<file path="src/rtl/mac_sequencer_if.sv">
// mac_sequencer_if: operand, DSP and result signals of the MAC sequencer
interface mac_sequencer_if;
  logic        s_valid;
  logic        s_ready;
  logic [17:0] s_a;
  logic [17:0] s_b;
  logic [17:0] dsp_a;
  logic [17:0] dsp_b;
  logic        dsp_ce;
  logic [7:0]  dsp_opmode;
  logic [47:0] dsp_p;
  logic        m_valid;
  logic        m_ready;
  logic [47:0] m_data;
  modport master (
    input  s_valid, s_a, s_b, dsp_p, m_ready,
    output s_ready, dsp_a, dsp_b, dsp_ce, dsp_opmode, m_valid, m_data
  );
  modport slave (
    output s_valid, s_a, s_b, dsp_p, m_ready,
    input  s_ready, dsp_a, dsp_b, dsp_ce, dsp_opmode, m_valid, m_data
  );
endinterface

</file>
<file path="src/rtl/mac_sequencer.sv">
// mac_sequencer: feeds operand pairs and OPMODEs to a DSP slice and returns each dot product
module mac_sequencer #(
  parameter int NTAPS    = 4,
  parameter int OPM_SKEW = 1,
  parameter int RES_LAT  = 2
) (
  input logic            clk,
  input logic            rst_n,
  mac_sequencer_if.master bus
);
  localparam int TW = $clog2(NTAPS + 1);
  localparam logic [7:0] OP_FIRST = 8'h01;
  localparam logic [7:0] OP_ACC   = 8'h09;
  localparam logic [7:0] OP_HOLD  = 8'h08;
  localparam logic [2:0] DRAIN_LAST = 3'(OPM_SKEW + RES_LAT);
  typedef enum logic [1:0] {IDLE, ACCUM, DRAIN, HOLD} state_t;
  state_t        r_state, w_next;
  logic [TW-1:0] r_tap, w_tap;
  logic [2:0]    r_cnt;
  logic          w_acc;
  logic [7:0]    w_op;
  logic [7:0]    r_pipe [OPM_SKEW+1];
  logic [17:0]   r_dsp_a, r_dsp_b;
  logic          r_dsp_ce;
  logic          r_m_valid;
  logic [47:0]   r_m_data;
  logic          w_capture;
  assign bus.s_ready    = rst_n & (r_state == IDLE | r_state == ACCUM);
  assign w_acc          = bus.s_valid & bus.s_ready;
  assign w_op           = !w_acc ? OP_HOLD : r_state == IDLE ? OP_FIRST : OP_ACC;
  assign w_capture      = r_state == DRAIN && r_cnt == DRAIN_LAST;
  assign bus.dsp_a      = r_dsp_a;
  assign bus.dsp_b      = r_dsp_b;
  assign bus.dsp_ce     = r_dsp_ce;
  assign bus.dsp_opmode = r_pipe[OPM_SKEW];
  assign bus.m_valid    = r_m_valid;
  assign bus.m_data     = r_m_data;
  // next state and tap count
  always_comb begin
    w_next = r_state;
    w_tap  = r_tap;
    case (r_state)
      IDLE:  if (w_acc) begin
        w_tap  = TW'(1);
        w_next = NTAPS == 1 ? DRAIN : ACCUM;
      end
      ACCUM: if (w_acc) begin
        w_tap  = r_tap + 1'b1;
        w_next = w_tap == TW'(NTAPS) ? DRAIN : ACCUM;
      end
      DRAIN: w_next = w_capture ? HOLD : DRAIN;
      HOLD:  if (bus.m_ready) begin
        w_next = IDLE;
        w_tap  = '0;
      end
    endcase
  end
  // state, tap count and drain timer registers
  always_ff @(posedge clk or negedge rst_n) begin
    if (!rst_n) begin
      r_state <= IDLE;
      r_tap   <= '0;
      r_cnt   <= '0;
    end else begin
      r_state <= w_next;
      r_tap   <= w_tap;
      r_cnt   <= r_state == DRAIN ? r_cnt + 3'd1 : 3'd0;
    end
  end
  // operand registers, loaded only on accept
  always_ff @(posedge clk or negedge rst_n) begin
    if (!rst_n) begin
      r_dsp_a  <= '0;
      r_dsp_b  <= '0;
      r_dsp_ce <= 1'b0;
    end else begin
      r_dsp_ce <= w_acc;
      if (w_acc) begin
        r_dsp_a <= bus.s_a;
        r_dsp_b <= bus.s_b;
      end
    end
  end
  // opcode delay line; last stage is the registered OPMODE output
  always_ff @(posedge clk or negedge rst_n) begin
    if (!rst_n) begin
      for (int i = 0; i <= OPM_SKEW; i++) r_pipe[i] <= OP_HOLD;
    end else begin
      r_pipe[0] <= w_op;
      for (int i = 1; i <= OPM_SKEW; i++) r_pipe[i] <= r_pipe[i-1];
    end
  end
  // capture P once the final accumulate has settled, hold it until taken
  always_ff @(posedge clk or negedge rst_n) begin
    if (!rst_n) begin
      r_m_valid <= 1'b0;
      r_m_data  <= '0;
    end else if (w_capture) begin
      r_m_valid <= 1'b1;
      r_m_data  <= bus.dsp_p;
    end else if (r_state == HOLD && bus.m_ready) begin
      r_m_valid <= 1'b0;
    end
  end
endmodule

</file>
<file path="src/flat_wrapper.sv">
// flat-port wrapper written by rule: the top's interface ports become plain ports
module mac_sequencer_flat 
#(
  parameter int NTAPS    = 4,
  parameter int OPM_SKEW = 1,
  parameter int RES_LAT  = 2
)
  (clk, rst_n, bus_s_valid, bus_s_a, bus_s_b, bus_dsp_p, bus_m_ready, bus_s_ready, bus_dsp_a, bus_dsp_b, bus_dsp_ce, bus_dsp_opmode, bus_m_valid, bus_m_data);
  mac_sequencer_if bus_i ();
  input logic clk;
  input logic rst_n;
  input wire logic [$bits(bus_i.s_valid)-1:0] bus_s_valid;
  input wire logic [$bits(bus_i.s_a)-1:0] bus_s_a;
  input wire logic [$bits(bus_i.s_b)-1:0] bus_s_b;
  input wire logic [$bits(bus_i.dsp_p)-1:0] bus_dsp_p;
  input wire logic [$bits(bus_i.m_ready)-1:0] bus_m_ready;
  output wire logic [$bits(bus_i.s_ready)-1:0] bus_s_ready;
  output wire logic [$bits(bus_i.dsp_a)-1:0] bus_dsp_a;
  output wire logic [$bits(bus_i.dsp_b)-1:0] bus_dsp_b;
  output wire logic [$bits(bus_i.dsp_ce)-1:0] bus_dsp_ce;
  output wire logic [$bits(bus_i.dsp_opmode)-1:0] bus_dsp_opmode;
  output wire logic [$bits(bus_i.m_valid)-1:0] bus_m_valid;
  output wire logic [$bits(bus_i.m_data)-1:0] bus_m_data;
  assign bus_i.s_valid = bus_s_valid;
  assign bus_i.s_a = bus_s_a;
  assign bus_i.s_b = bus_s_b;
  assign bus_i.dsp_p = bus_dsp_p;
  assign bus_i.m_ready = bus_m_ready;
  assign bus_s_ready = bus_i.s_ready;
  assign bus_dsp_a = bus_i.dsp_a;
  assign bus_dsp_b = bus_i.dsp_b;
  assign bus_dsp_ce = bus_i.dsp_ce;
  assign bus_dsp_opmode = bus_i.dsp_opmode;
  assign bus_m_valid = bus_i.m_valid;
  assign bus_m_data = bus_i.m_data;
  mac_sequencer #(.NTAPS(NTAPS), .OPM_SKEW(OPM_SKEW), .RES_LAT(RES_LAT)) u_core (.clk(clk), .rst_n(rst_n), .bus(bus_i));
endmodule
</file>
<file path="config.mk">
export PLATFORM = sky130hd
export DESIGN_NAME = mac_sequencer_flat
export DESIGN_NICKNAME = d
export VERILOG_FILES = /design/src/rtl/mac_sequencer_if.sv /design/src/rtl/mac_sequencer.sv /design/src/flat_wrapper.sv
export SDC_FILE = /design/constraint.sdc
export NUM_CORES = 1
export LEC_CHECK = 0
export BUFFER_PORTS_ARGS = -buffer_cell sky130_fd_sc_hd__buf_4
export CAP_MARGIN = 40
export CORE_MARGIN = 2
export CORE_UTILIZATION = 40
export CTS_BUF_LIST = sky130_fd_sc_hd__clkbuf_2
export CTS_CLUSTER_DIAMETER = 80
export DETAILED_ROUTE_END_ITERATION = 16
export HOLD_SLACK_MARGIN = 0.03
export PLACE_DENSITY_LB_ADDON = 0.05
export SLEW_MARGIN = 20
export SYNTH_ARGS = -nofsm -noshare
export SYNTH_HDL_FRONTEND = slang
export SYNTH_SLANG_ARGS = --single-unit
</file>
<file path="constraint.sdc">
create_clock -name clk -period 2.22 [get_ports clk]
set_input_delay 0.555 -clock clk [delete_from_list [all_inputs] [get_ports clk]]
set_output_delay 0.555 -clock clk [all_outputs]
set_load 0.01 [all_outputs]
</file>
==> reports/metrics.cfg, run 1 <==
[sta]
skew_ns = 0.0306
fin_crit_ns = 2.12
rsz0062_at_grt = false
hold_ws_ns = 0.231
slew_violations = 0
post-route-period-util = 0.956
hold_violations = 0
timing.setup.tns_ns = 0
fmax_ghz = 0.471
setup_ws_ns = 0.0987
setup_viol = 0

[clocking]
postCtsHoldBufs = 1
ctsResizeCount = 0
insertion_delay_ns = 0.52
h-tree-depth = 3
cts_buffers = 9
cts_sinks = 97
cts_buffer_depth = 2
clkTransAtPathRegs_ns = 0.27
cts_setup_buffers = 0
cts_tree = done
cts-root-buf = clkbuf_2

[floorplan]
die_x_um = 102
ios = 183
row_count = 35
dieArea_um2 = 10500
die-height_um = 102
start_util = 0.416
core-area_um2 = 9330

[route]
drtAntennaViolNets = 0
drtIter0Drc = 42
avgRoutedWirePerCell_um = 14.6
vias = 2505
wirelength_um = 8120
vias_per_cell = 4.51
drc = 0
drt_pass1_iterations = 4

[cells_and_area]
final_nets = 514
area_growth_pct = 40.3
fin_cells = 556
fill_cells = 788
drive_above_1_share = 0.677
antenna_cells = 0

[yosys]
synth_common_cells = dfrtp_1 (95), mux2_2 (65), mux2_4 (20)
synthAdderAreaFrac = 0.0129
syn_area_um2 = 3880
synth_cell_types = 29
synthArstFlopShare = 1.00
synth_top_family_by_area = multiplexers
yosysWarnings = 0
synth-edff-count = 0
synth_compound_area_frac = 0.0148
yosysTopAreaCell = dfrtp_1
synthCells = 239
synth_area_leaders = dfrtp_1 (61%), mux2_2 (19%), mux2_4 (7.7%), buf_6 (1.7%), buf_4 (1.5%)
synth_most_common_cell = dfrtp_1
synthXorXnorAreaFrac = 0.00226
yosys_most_used_dff = dfrtp_1
synth_top_cell_area_share = 0.613
synth_simple_gate_area_frac = 0.0332
avgSynthCellArea_um2 = 16.2
synth_seq_cells = 97
ys_seq_area_frac = 0.627
muxShareOfSynthArea = 0.269

[global_route]
grt_max_degree = 49
antenna_found_initial = 0
grt_usage = 0.155
grt_first_pass_wirelength_um = 12500
grt_overflow = 0
grt_pass1_vias = 2462

[placed_design]
place_ws_ns = 0.452
io_buffers = 176
dp_cells = 539
globalplace.congestion = 0.762
hpwl_um = 6070

[worst_setup_path]
end_kind = output port
required_ns = 1.66
arrival_ns = 1.57
cp_max_fo = 4
start_kind = primary input
path_class = in -> out

[pwr]
p_leak_nw = 2.71
vdd_drop_max_uv = 340
p_total_mw = 3.97
p_per_area_nw_per_um2 = 731

[job]
drv_cap = 0

[min_path]
hold_class = in -> reg

[run_status]
outcome = finished, final reports clean

worst max-delay path, stage by stage:
cell and delay (ns):
dlygate4sd3_1 0.57, buf_4 0.17, nor2b_1 0.13, buf_4 0.14
cell type report:
class                   instances  area (um^2)  share of cell area
clock inverters                 6         43.8             0.00805
multi-input cells             127         1310               0.241
flip-flops and latches         97         2430               0.447
clock buffers                  10         50.0             0.00920
well taps                     129          161              0.0297
inverters                       2         7.51             0.00138
repair buffers                185         1440               0.264
state kept, by name (all words and copies together), names as in the netlist, named ones only:
register	cells
u_core.bus.dsp_opmode	2
u_core.r_pipe	2
u_core.bus.m_valid	1
u_core.bus.dsp_b	18
u_core.r_cnt	3
u_core.r_tap	3
u_core.bus.m_data	48
u_core.r_state	1
u_core.bus.dsp_a	18
metrics by stage:
| stage | area [um^2] | utilization |
|---|---|---|
| 5_1_grt | 5440 | 0.583 |
| 3_5_place_dp | 5340 | 0.572 |
| 3_3_place_gp | 5310 | 0.569 |
| 4_1_cts | 5440 | 0.583 |
| 6_report | 5440 | 0.583 |
| 2_1_floorplan | 3900 | - |
routing by layer:
layer | global-route usage | wire (um) | vias to the layer above
met1 | 0.201 | 3380 | 1222
met2 | 0.255 | 4090 | 91
met4 | 0.0626 | 127 | 0
met5 | 0 | 0 | -
li1 | - | - | 1183
met3 | 0.0301 | 512 | 9
worst paths after layout:
path	startpoint	to	slack [ns]	depth (start not counted)
min in group asynchronous	rst_n	u_core.bus.dsp_a[2]	0.59	3
max in group asynchronous	rst_n	u_core.r_pipe[11]	0.91	4
min reg2reg	u_core.r_pipe[11]	u_core.bus.dsp_opmode[3]	0.37	0
min	bus_dsp_p[44]	u_core.bus.m_data[44]	0.23	2
max reg2reg	u_core.r_cnt[0]	u_core.bus.m_data[13]	0.45	5
max	rst_n	bus_s_ready	0.1	4
cell usage in the layout, fill, tap and decap left out, types with 2 or more instances in the layout:
| cell type | instances |
|---|---|
| a21oi_1 | 3 |
| inv_1 | 2 |
| buf_12 | 2 |
| buf_4 | 181 |
| mux2_4 | 20 |
| nor2b_1 | 3 |
| dfstp_2 | 2 |
| clkinv_2 | 2 |
| mux2_2 | 65 |
| dfrtp_1 | 95 |
| ha_1 | 4 |
| clkinv_4 | 2 |
| o21ai_0 | 2 |
| nor2_1 | 3 |
| clkbuf_2 | 10 |
| nand2_1 | 6 |
| nand3_1 | 2 |
| conb_1 | 6 |
kinds of logic (layout without fill, tap and decap cells):
logic type | after synthesis | after routing
flops | 97 | 97
other cells | 1 | 6
mux | 86 | 86
fa+ha+maj | 4 | 4
simple gates | 21 | 21
compound gates | 9 | 9
buf+inv | 20 | 203
xor+xnor | 1 | 1
where the power goes:
part / switching (mW) / internal [mW]
combinational: 0.417 / 0.639
clock: 0.581 / 0.157
sequential: 0.157 / 2.02
total: 1.16 / 2.82
Note: power is estimated with default switching activity, not from simulation.
==> inputs of run 2 (changes only) <==
- CORE_UTILIZATION: 40 -> 48
- HOLD_SLACK_MARGIN: 0.03 -> 0.06
==> run 2 against run 1 <==
  * Utilization grew 11 points
  * Final area down 0.32%
  * Wire length is essentially flat
  * Via count rose by 1.9%
  * Clock power rose by 12%
  * Clock skew grew 0.0052 ns
  * Sequential share of layout area is 0.14 points higher
  * Register-to-register slack worse by 0.09 ns
  * Flip-flop and latch count unchanged
  * Largest cell class unchanged
  * Highest routed layer unchanged
==> reports/metrics.cfg, run 2 (synthesis results as in run 1) <==
[clocking]
h-tree-depth = 3
clkTransAtPathRegs_ns = 0.26
cts-root-buf = clkbuf_2
cts_tree = done
cts_buffers = 9
cts_buffer_depth = 2
cts_setup_buffers = 0
insertion_delay_ns = 0.53
cts_sinks = 97

[pwr]
p_int_mw = 2.93
p_per_area_nw_per_um2 = 751
power_frac_comb = 0.261
vdd_drop_max_uv = 419
p_leak_nw = 2.72
p_sw_mw = 1.14
netSwitchingFraction = 0.280
p_clk_frac = 0.203
seqPwrFrac = 0.536

[cells_and_area]
area_growth_pct = 39.9
largest_reg_flops = 48
final_nets = 514
final_area_um2 = 5420
fill_cells = 589
final_common_cell = buf_4
antenna_cells = 0
mostFrequentLayoutCells = buf_4 (181), dfrtp_1 (95), mux2_2 (65), mux2_4 (20), clkbuf_2 (11)
multi_input_area_um2 = 1310
drive_above_1_share = 0.674
register_area_um2 = 2430

[route]
route.met3.wl_um = 576
wl_met1_um = 3180
avgRoutedWirePerCell_um = 15.4
drtIter0Drc = 58
wirelength_um = 8120
vias = 2552
drc = 0
drtAntennaViolNets = 0
drt_pass1_iterations = 4
routed-wl-met2_um = 4200
vias_per_cell = 4.82
highest_layer = met4

[floorplan]
row_count = 32
core-area_um2 = 7770
ios = 183
dieArea_um2 = 8810
die_x_um = 93.9
die-height_um = 93.9
start_util = 0.499

[worst_setup_path]
cp.buffers_inverters = 3
max_stage_delay_ns = 0.57
path_common_cell = buf_4
critPathTopFamily = buffers and inverters
cp_max_fo = 6
crit_slowest_cell = dlygate4sd3_1
rrSetupSlack_ns = 0.36
start_kind = primary input
arrival_ns = 1.57
path_class = in -> out
required_ns = 1.66
end_kind = output port
crit_chain = dlygate4sd3_1 -> buf_4 -> nor2b_1 -> buf_4

[placed_design]
hpwl_um = 6080
post_dp_cell_area_um2 = 5300
globalplace.congestion = 0.721
io_buffers = 176

[run_status]
outcome = finished, final reports clean

[global_route]
grt_overflow = 0
grt_usage = 0.191
grt_max_degree = 49
grt_pass1_vias = 2577
antenna_found_initial = 0
grt_first_pass_wirelength_um = 12900

[sta]
post-route-period-util = 0.959
fmax_ghz = 0.470
hold_violations = 0
fin_crit_ns = 2.13
timing.setup.tns_ns = 0
skew_ns = 0.0359
slew_violations = 0
setup_viol = 0
rsz0062_at_grt = false

[min_path]
hold_class = in -> reg

[job]
drv_cap = 0

[run 2: per-layer routing]
metal	up-vias	global-route usage
li1	1189	-
met1	1256	0.242
met2	94	0.314
met3	13	0.0457
met4	0	0.0821
met5	-	0
[run 2: power by group through the flow]
stage | registers (mW) | logic (mW) | clock network, mW
2_1_floorplan | 2.30 | 0.414 | 0
3_3_place_gp | 2.21 | 1.05 | 0
3_5_place_dp | 2.22 | 1.08 | 0
4_1_cts | 2.19 | 1.08 | 0.856
5_1_grt | 2.23 | 1.15 | 0.929
6_report | 2.18 | 1.06 | 0.828
[run 2: cell type report]
cell class / instances / share of cell area
repair buffers: 185 / 0.265
clock buffers: 11 / 0.0102
multi-input cells: 127 / 0.242
well taps: 102 / 0.0235
flip-flops and latches: 97 / 0.448
clock inverters: 5 / 0.0102
inverters: 2 / 0.00138
[run 2: through the flow]
| step | worst slack (ns) | util | std cells | power, mW | hold WS (ns) |
|---|---|---|---|---|---|
| after detailed placement | 0.379 | 0.683 | 512 | 3.30 | 0.348 |
| after global routing | 0.0715 | 0.698 | 529 | 4.30 | 0.173 |
| after CTS | 0.0868 | 0.698 | 529 | 4.12 | 0.182 |
| after global placement | 0.446 | 0.679 | 511 | 3.26 | 0.346 |
| final | 0.0906 | 0.698 | 529 | 4.07 | 0.219 |
| after floorplan | 0.636 | - | 244 | 2.71 | 0.259 |
[run 2: worst paths after layout]
path	startpoint	to	cells past startpoint
max in group asynchronous	rst_n	u_core.r_cnt[2]	4
worst max-delay path	rst_n	bus_s_ready	4
min in group asynchronous	rst_n	u_core.r_tap[2]	2
worst max register to register	u_core.r_cnt[0]	u_core.bus.m_data[30]	5
worst min-delay path	bus_s_a[7]	u_core.bus.dsp_a[7]	2
worst min register to register	u_core.r_pipe[11]	u_core.bus.dsp_opmode[3]	0
[run 2: worst reg2reg max path: stages (launching register included)]
cell      delay, ns
dfrtp_1        0.45
ha_1           0.20
ha_1           0.24
nand3b_4       0.29
buf_4          0.25
mux2_2         0.34
[run 2: timing repair]
item                                   CTS  global route
gates resized for setup                  0             0
endpoints found under the hold margin   30             0
setup endpoints to repair                0             0
hold buffers                             1             0
